<file path="config.mk">
export PLATFORM = sky130hd
export DESIGN_NAME = oam_dma
export DESIGN_NICKNAME = d
export VERILOG_FILES = /design/src/rtl/cpu_bus_pkg.sv /design/src/rtl/oam_dma.sv
export SDC_FILE = /design/constraint.sdc
export NUM_CORES = 1
export LEC_CHECK = 0
export ABC_AREA = 1
export CORE_UTILIZATION = 45
export CTS_CLUSTER_DIAMETER = 120
export DETAILED_ROUTE_END_ITERATION = 8
export PLACE_DENSITY = 0.85
export SLEW_MARGIN = 15
export SYNTH_ARGS = -nofsm -noshare
export SYNTH_HDL_FRONTEND = slang
export SYNTH_SLANG_ARGS = --single-unit
export TNS_END_PERCENT = 10
</file>
<file path="constraint.sdc">
create_clock -name clk -period 1.8 [get_ports clk]
set_input_delay 0.27 -clock clk [delete_from_list [all_inputs] [get_ports clk]]
set_output_delay 0.27 -clock clk [all_outputs]
set_load 0.05 [all_outputs]
</file>
<file path="src/rtl/cpu_bus_pkg.sv">
// Shared 2A03 bus definitions: DMA state encoding, fixed register addresses
// and the 16-bit address type used by the DMA, arbiter and APU decoder.
package cpu_bus_pkg;

   typedef logic [15:0] bus_addr_t;

   typedef enum logic [2:0] {
      ST_IDLE  = 3'd0,
      ST_HALT  = 3'd1,
      ST_ALIGN = 3'd2,
      ST_RD    = 3'd3,
      ST_WR    = 3'd4
   } dma_state_e;

   localparam bus_addr_t DMA_REG_ADDR = 16'h4014;
   localparam bus_addr_t OAMDATA_ADDR = 16'h2004;

   function automatic bus_addr_t make_addr(input logic [7:0] hi, input logic [7:0] lo);
      return {hi, lo};
   endfunction

endpackage

</file>
<file path="src/rtl/oam_dma.sv">
// Sprite DMA: snoops CPU writes to $4014, halts the CPU and copies page
// $XX00-$XXFF into OAMDATA as 256 read/write cycle pairs.
module oam_dma
   import cpu_bus_pkg::*;
#(
   parameter logic [15:0] DMA_REG  = DMA_REG_ADDR,
   parameter logic [15:0] OAM_DATA = OAMDATA_ADDR
) (
   input  logic       clk,
   input  logic       rst_n,
   input  logic [7:0] cpu_addr_h,
   input  logic [7:0] cpu_addr_l,
   input  logic       cpu_rw,
   input  logic [7:0] cpu_wdata,
   input  logic [7:0] mem_rdata,
   output logic       cpu_halt,
   output logic       dma_active,
   output logic [7:0] dma_addr_h,
   output logic [7:0] dma_addr_l,
   output logic       dma_rw,
   output logic [7:0] dma_wdata
);

   localparam logic [2:0] S_IDLE  = ST_IDLE;
   localparam logic [2:0] S_HALT  = ST_HALT;
   localparam logic [2:0] S_ALIGN = ST_ALIGN;
   localparam logic [2:0] S_RD    = ST_RD;
   localparam logic [2:0] S_WR    = ST_WR;

   logic [2:0] state_q, state_d;
   logic       par_q, par_d;
   logic [7:0] page_q, page_d;
   logic [7:0] idx_q, idx_d;
   logic [7:0] buf_q, buf_d;
   logic       trigger;

   assign trigger = !cpu_rw && (make_addr(cpu_addr_h, cpu_addr_l) == DMA_REG);

   // par free-runs so that every RD lands on an even cycle, matching the CPU's get/put phase
   always_comb begin
      state_d = state_q;
      par_d   = ~par_q;
      page_d  = page_q;
      idx_d   = idx_q;
      buf_d   = buf_q;
      case (state_q)
         S_IDLE: begin
            if (trigger) begin
               page_d  = cpu_wdata;
               idx_d   = 8'd0;
               state_d = S_HALT;
            end
         end
         S_HALT:  state_d = par_q ? S_RD : S_ALIGN;
         S_ALIGN: state_d = S_RD;
         S_RD: begin
            buf_d   = mem_rdata;
            state_d = S_WR;
         end
         S_WR: begin
            idx_d   = idx_q + 8'd1;
            state_d = (idx_q == 8'hFF) ? S_IDLE : S_RD;
         end
         default: state_d = S_IDLE;
      endcase
   end

   always_ff @(posedge clk) begin
      if (!rst_n) begin
         state_q <= S_IDLE;
         par_q   <= 1'b0;
         page_q  <= 8'd0;
         idx_q   <= 8'd0;
         buf_q   <= 8'd0;
      end else begin
         state_q <= state_d;
         par_q   <= par_d;
         page_q  <= page_d;
         idx_q   <= idx_d;
         buf_q   <= buf_d;
      end
   end

   // Outputs decode registered state only; nothing from cpu_* reaches dma_* combinationally
   always_comb begin
      cpu_halt   = 1'b0;
      dma_active = 1'b0;
      dma_addr_h = 8'd0;
      dma_addr_l = 8'd0;
      dma_rw     = 1'b1;
      dma_wdata  = 8'd0;
      case (state_q)
         S_HALT, S_ALIGN: cpu_halt = 1'b1;
         S_RD: begin
            cpu_halt   = 1'b1;
            dma_active = 1'b1;
            dma_addr_h = page_q;
            dma_addr_l = idx_q;
         end
         S_WR: begin
            cpu_halt   = 1'b1;
            dma_active = 1'b1;
            dma_addr_h = OAM_DATA[15:8];
            dma_addr_l = OAM_DATA[7:0];
            dma_rw     = 1'b0;
            dma_wdata  = buf_q;
         end
         default: ;
      endcase
   end

endmodule

</file>
Word level (Yosys, flattened, before mapping)
Cells that the tools add are included.
- bits in registers: 28
- latch bits: 0
- RAM bits: 0
- ROM bits: 0
- output and inout bits: 27
- logic and storage cells: 34
- memories: 0
- add/sub/neg operators: 1
- multiply operators: 0
- divide/modulo/power cells: 0
- magnitude comparators: 0
- eq/ne operators: 7
- shifts and indexed selects: 0
- mux-type cells: 12
- bitwise operators: 1
- reduce and logical (&&, ||, !) cells: 8
- operator list (cell ; count):
    $pmux 8 s2 ; 3
    $eq 16x15->1 const B ; 1
    $mux 8 ; 2
    $pmux 3 s5 ; 1
    $add 8x1->8 const B ; 1
    $eq 8x8->1 const B ; 1
    $eq 3x2->1 const B ; 2
    $mux 1 ; 4
    $reduce_and 2->1 ; 2
    $reduce_or 4->1 ; 1
    $eq 3x1->1 const B ; 1
    $eq 3x3->1 const B ; 1
    $logic_not 3->1 ; 1
    $mux 3 ; 1
    $mux 2 ; 1
    $ne 2x2->1 const B ; 1
    $reduce_bool 2->1 ; 1
    $reduce_or 2->1 ; 1
    $logic_and 1x1->1 ; 1
    $logic_not 1->1 ; 1
    $not 1->1 ; 1

Depth between registers and ports, before layout
Gate-level depths: netlist of the first run.
- word-level depth: 4
- mapped depth: 9

Least setup slack after synthesis of the first run
OpenSTA, ideal clock, no wires.
- path kind: register to output
- start: reg state_q[2]
- end: out dma_addr_h[5]
- data arrival time: 1.888 ns
- setup slack: -0.358 ns
- cell stages (with the launch flop): 7
- path buffers: 1
- cells stage by stage: dfxtp_1 -> inv_2 -> nand2_1 -> nor2_1 -> inv_2 -> buf_2 -> o21ai_0
- cells in the longest elaborated chain, start to end: 2
- elaborated cells on any way between the ends: 3
- those cells by class: 2 x eq/ne; 1 x mux
- RTL lines (element ; RTL line ; source):
    from (decl) ; oam_dma.sv:30 ; logic [2:0] state_q, state_d;
    from (signal assigned) ; oam_dma.sv:76 ; state_q <= state_d;
    $eq 3x3->1 / $eq 3x2->1 (equally long branches) ; oam_dma.sv:92 ; case (state_q)
    $pmux 8 s2 * ; oam_dma.sv:92 ;
    to (decl) ; oam_dma.sv:18 ; output logic [7:0] dma_addr_h,
Mark *: on every way between the ends. The rest lies on a longest branch, timed or not.

Worst setup path in the final report of the first run
- start: reg state_q[0]
- end: out dma_wdata[7]
- cells in the longest elaborated chain, start to end: 2
- RTL lines (element ; RTL line ; source):
    $eq 3x3->1 ; oam_dma.sv:92 ;
    $mux 8 ; oam_dma.sv:92 ;
    to (decl) ; oam_dma.sv:21 ; output logic [7:0] dma_wdata
Every way passes these cells.

==> impl_metrics.csv, run 1 <==
group,metric,value,unit
layout,stdcell_area,2480,um2
cts,cts_made_buffers,3,
synthesis,synthArstFlopShare,0,%
cts,cts.sinks,28,
global_route,antenna_found_initial,0,
power,peakVddDrop,0.000318,V
die,fp.dieH,58.3,um
power,intPower,0.868,mW
synthesis,yosysWarnings,0,
cts,cts-root-buf,"clkbuf_4",
routing,drc,0,
layout,fin_util,82.0,%
synthesis,seq_area_frac_synth,39.3,%
die,fp.dieArea,3400,um2
die,start_util,47.1,%
routing,ant_nets,0,
place,dp_hpwl,2650,um
place,gp_congestion,0.854,
cts,htreeDepth,1,
setup_path,crit_required,1.53,ns
routing,vias,1543,
cts,clock_latency,0.34,ns
routing,dr.max_layer_used,"met4",
sta,period_share,99.4,%
job,cap_violations,0,
sta,fmax,0.559,GHz
outcome,status,"complete, no violations",
setup_path,timing.rr.end,"idx_q[0]$_SDFFE_PN0P_",
synthesis,synth_flop_cell,"dfxtp_1",
setup_path,r2r_cells,6,
power,p_clk_share,26.9,%
synthesis,synth.largest_area_cell,"dfxtp_1",
setup_path,reg2reg_slack,0.39,ns
synthesis,yosysMostFrequentCell,"nor2_1",
routing,wl_met3,125,um
sta,worstMarginPinSlew,0.323,ns
setup_path,crit_fanout,23,
power,swShare,25.1,%
sta,setup_tns,0,ns
die,design.core.area,3030,um2
cts,cts_max_path_buffers,2,
layout,area_delta_synth_final,74.1,%
setup_path,cp-end-kind,"primary output",
global_route,grt_pass1_vias,1425,
power,comb_power_share,18.2,%
setup_path,r2r-start,"state_q[0]$_SDFFE_PN0P_",
synthesis,synthTopCellsByCount,"nor2_1 (52), nand2_1 (36), dfxtp_1 (28), inv_1 (28), a21oi_1 (20)",
routing,wl_met2,2030,um
die,ios,62,
routing,drtIter0Drc,52,
sta,drv_slew,0,
sta,hold_viol,0,
global_route,track_usage,22.3,%
min_path,hold_class,"reg -> reg",
setup_path,endpoint,"dma_wdata[7]",
sta,finalClockSkew,0.00949,ns
sta,rsz0062_at_grt,"true",
layout,nets,314,
cts,cts_tree,"built",
routing,wirelength,3770,um
power,power.density,467,nW/um2
power,p_leak,0.935,nW
setup_path,crit_start,"state_q[0]$_SDFFE_PN0P_",
sta,finalSetupViolations,0,
synthesis,avgSynthCellArea,6.57,um2
place,placedInstanceArea,2300,um2
synthesis,synth.cell_area,1430,um2
synthesis,ys_seq_elements,28,
routing,first_pass_iters,4,
synthesis,synth_edf_count,0,
synthesis,synthCells,217,
synthesis,synth_cell_types,24,
routing,vias_per_cell,4.81,
global_route,grt_pass1_wl,5820,um
layout,diodes,0,
global_route,grt_max_degree,24,
place,portBuffers,61,
power,power.switching,0.291,mW
setup_path,cp-start-kind,"flop",
routing,wl_met1,1540,um
synthesis,synth_top_area_share,39.3,%
layout,final_layout_size_suffix_gt1_share,27.1,%
global_route,grt_overflow_total,0,
setup_path,path_class,"reg -> out",
sta,slew_headroom,78.4,%
synthesis,syn_nets,253,
routing,wire_per_inst,11.7,um
cts,path_clk_slew,0.15,ns
sta,fin_crit,1.79,ns
die,fp.dieW,58.3,um
setup_path,arrival,1.52,ns
synthesis,synthTopCellsByArea,"dfxtp_1 (39%), nor2_1 (14%), nand2_1 (9.5%)",
die,num_rows,20,
power,p_seq_share,55.0,%
-- state kept, by name, summed over array words and instances (netlist names) --
signal / cells
idx_q: 8
page_q: 8
par_q: 1
buf_q: 8
state_q: 3
-- metrics by stage --
step	setup WS (ns)	hold WS, ns	cells	power (mW)
detailed placement	0.0473	0.413	315	0.848
CTS	-0.0470	0.433	319	1.16
global placement	0.0769	0.403	315	0.846
floorplan	-0.358	0.393	217	0.736
finish	0.0103	0.432	321	1.16
global route	-0.0879	0.453	321	1.21
-- worst min path at each step --
stage | start | end | slack [ns] | depth (start not counted)
global route | par_q$_SDFF_PN0_ | par_q$_SDFF_PN0_ | 0.45 | 1
finish | par_q$_SDFF_PN0_ | par_q$_SDFF_PN0_ | 0.43 | 1
global placement | par_q$_SDFF_PN0_ | par_q$_SDFF_PN0_ | 0.40 | 1
CTS | par_q$_SDFF_PN0_ | par_q$_SDFF_PN0_ | 0.43 | 1
floorplan | par_q$_SDFF_PN0_ | par_q$_SDFF_PN0_ | 0.39 | 1
detailed placement | par_q$_SDFF_PN0_ | par_q$_SDFF_PN0_ | 0.41 | 1
-- layout make-up --
cell class / instances / area, um2
Clock buffer: 4 / 36.3
Sequential cell: 28 / 563
Timing Repair Buffer: 65 / 902
Inverter: 33 / 139
Fill cell: 183 / 544
Tap cell: 44 / 55.1
Multi-Input combinational cell: 147 / 788
-- per-layer routing --
layer  track usage (%)  vias to the layer above
li1                  -                      789
met1              24.4                      702
met3              1.98                        7
met2              43.5                       45
met4              9.52                        0
met5                 0                        -
-- power by group through the flow --
stage	clock (mW)	combinational, mW	sequential [mW]
after floorplan	0	0.0877	0.648
after global placement	0	0.197	0.648
after detailed placement	0	0.200	0.649
after CTS	0.323	0.203	0.635
after global routing	0.350	0.226	0.638
final	0.311	0.211	0.637
-- kinds of logic (layout without fill, tap and decap cells) --
family | count (synthesis) | in the layout | synth area share, %
AND/OR/NAND/NOR | 107 | 107 | 33.2
buffers and inverters | 42 | 102 | 13.0
AO/OA/AOI/OAI | 39 | 39 | 13.7
flip-flops | 28 | 28 | 39.3
adder cells (fa/ha/maj) | 1 | 1 | 0.877
-- cells in the final DEF, fill, tap and decap left out, drive strengths merged --
cell type       n
a21oi          20
buf            31
clkbuf          4
clkdlybuf4s50  34
clkinv          1
dfxtp          28
ha              1
inv            32
nand2          37
nand3           8
nand4           2
nor2           56
nor3            1
nor3b           2
o21ai          19
or2             1
-- timing repair --
action                                  CTS  global route
gates resized for setup                  13            31
hold endpoints to repair                  0             0
buffers inserted                          0             2
hold buffers                              0             0
pin swaps                                 0             2
cloned                                    0             0
endpoints found under the setup margin   26            26
-- critical path: stages, from the launching register on --
cell and delay [ns]:
dfxtp_2 0.37, inv_2 0.09, nand2_2 0.09, nor2_4 0.19, inv_8 0.12, nor2_2 0.16
buf_12 0.15
(Power assumes the default switching activity.)
==> run 2: changes to the inputs <==
--- a/config.mk
+++ b/config.mk
@@ -6,10 +6,10 @@
 export NUM_CORES = 1
 export LEC_CHECK = 0
 export ABC_AREA = 1
-export CORE_UTILIZATION = 45
+export CORE_UTILIZATION = 35
 export CTS_CLUSTER_DIAMETER = 120
 export DETAILED_ROUTE_END_ITERATION = 8
-export PLACE_DENSITY = 0.85
+export PLACE_DENSITY = 0.68
 export SLEW_MARGIN = 15
 export SYNTH_ARGS = -nofsm -noshare
 export SYNTH_HDL_FRONTEND = slang
==> run 2 against run 1 <==
Net effect:
- clock skew down 0.0076 ns
- combinational power is essentially flat
- clock-buffer cell count fell by 1
- global-route usage is 3.4 points lower
- final cell count grew 2.5%
- non-clock buffer count grew 3
- critical path type unchanged
- cell area rose by 2.1%
- first-iteration DRC count down 31%
- largest power group unchanged
- worst hold slack improved by 0.0090 ns
==> impl_metrics.csv, run 2 (synthesis results as in run 1) <==
group,metric,value,unit
power,peakVddDrop,0.000265,V
layout,final_layout_size_suffix_gt1_share,23.1,%
sta,fin_crit,1.77,ns
global_route,grt_pass1_vias,1503,
sta,worstMarginPinSlew,0.262,ns
cts,path_clk_slew,0.10,ns
cts,cts_tree,"built",
sta,drv_slew,0,
setup_path,cp-start-kind,"flop",
place,dp_hpwl,2780,um
die,start_util,37.8,%
min_path,hold_class,"reg -> reg",
place,pre_cts_slack,0.166,ns
sta,setup_tns,0,ns
routing,vias_per_cell,4.67,
setup_path,path_class,"reg -> out",
routing,first_pass_iters,4,
sta,fmax,0.566,GHz
die,num_rows,22,
routing,drc,0,
global_route,antenna_found_initial,0,
routing,wirelength,3770,um
layout,area_delta_synth_final,77.7,%
global_route,grt_pass1_wl,6350,um
routing,wl_met1,1600,um
sta,period_share,98.2,%
layout,mostFrequentLayoutCell,"nor2_1",
layout,final_cell_mix,"nor2_1 (40), nand2_1 (35), clkdlybuf4s50_1 (34)",
die,design.core.area,3770,um2
global_route,track_usage,18.9,%
setup_path,crit_fanout,10,
cts,cts_hold_buf,0,
cts,cts_made_buffers,3,
sta,hold_viol,0,
routing,drtIter0Drc,36,
sta,finalSetupViolations,0,
outcome,status,"complete, no violations",
routing,wl_met2,1860,um
job,cap_violations,0,
setup_path,arrival,1.50,ns
layout,top_regs,"buf_q (8), idx_q (8), page_q (8)",
die,fp.dieArea,4330,um2
global_route,grt_max_degree,21,
place,dp_cells,322,
place,gp_congestion,0.823,
sta,finalClockSkew,0.00189,ns
layout,diodes,0,
die,ios,62,
routing,wire_per_inst,11.5,um
power,p_leak,0.974,nW
cts,cts-root-buf,"clkbuf_8",
setup_path,crit_required,1.53,ns
cts,clock_latency,0.27,ns
routing,wl_met3,278,um
layout,stdcell_count,329,
power,p_total,1.34,mW
power,power.density,529,nW/um2
global_route,grt_overflow_total,0,
cts,cts.sinks,28,
layout,fin_util,67.2,%
setup_path,cp-end-kind,"primary output",
layout,nets,318,
cts,cts_max_path_buffers,2,
cts,htreeDepth,1,
sta,fin_ws,0.0333,ns
sta,slew_headroom,82.4,%
sta,rsz0062_at_grt,"true",
place,portBuffers,61,
routing,ant_nets,0,
die,fp.dieW,65.8,um
routing,vias,1538,
die,fp.dieH,65.8,um
routing,dr.max_layer_used,"met4",
## run 2: power breakdown
part           internal [mW]  switching, mW  leakage (nW)  total (mW)
Combinational          0.115         0.0941         0.712       0.209
Sequential             0.629        0.00622         0.226       0.635
Clock                  0.298          0.199        0.0357       0.497
## run 2: worst paths after layout
path | startpoint | slack [ns] | depth (start not counted) | to
worst min-delay path | par_q$_SDFF_PN0_ | 0.44 | 1 | par_q$_SDFF_PN0_
worst max register to register | state_q[1]$_SDFFE_PN0P_ | 0.29 | 8 | idx_q[5]$_SDFFE_PN0P_
worst max-delay path | state_q[2]$_SDFFE_PN0P_ | 0.03 | 7 | dma_addr_h[2]
worst min register to register | par_q$_SDFF_PN0_ | 0.44 | 1 | par_q$_SDFF_PN0_
## run 2: layer usage
layer | global-route usage, % | vias up
met5 | 0 | -
met1 | 21.7 | 682
met4 | 6.25 | 0
met2 | 34.1 | 55
met3 | 4.14 | 5
li1 | - | 796
## run 2: area by class of cell
cell class / count / area, um2
Timing Repair inverter: 1 / 5.00
Inverter: 33 / 136
Fill cell: 318 / 1240
Clock buffer: 3 / 41.3
Sequential cell: 28 / 562
Tap cell: 48 / 60.1
Clock inverter: 1 / 30.0
Timing Repair Buffer: 68 / 967
Multi-Input combinational cell: 147 / 733
## run 2: what timing repair did
| action | in CTS | in global routing |
|---|---|---|
| endpoints found under the hold margin | 0 | 0 |
| gates cloned | 0 | 2 |
| buffers inserted | 0 | 1 |
| setup endpoints to repair | 10 | 26 |
| gates resized for setup | 3 | 24 |
| pin swaps | 0 | 1 |
## run 2: per-stage QoR
stage | hold slack (ns) | area [um2]
detailed placement | 0.423 | 2360
global route | 0.463 | 2530
floorplan | 0.393 | 1430
finish | 0.441 | 2530
CTS | 0.437 | 2430
global placement | 0.407 | 2360
## run 2: worst max-delay path, cell delays in order, from the launching register on
cell and delay, ns:
dfxtp_2 0.36, inv_4 0.07, nand2_2 0.07, nor2_4 0.18, clkinv_4 0.13, buf_12 0.17, nor2_4 0.10, buf_12 0.14
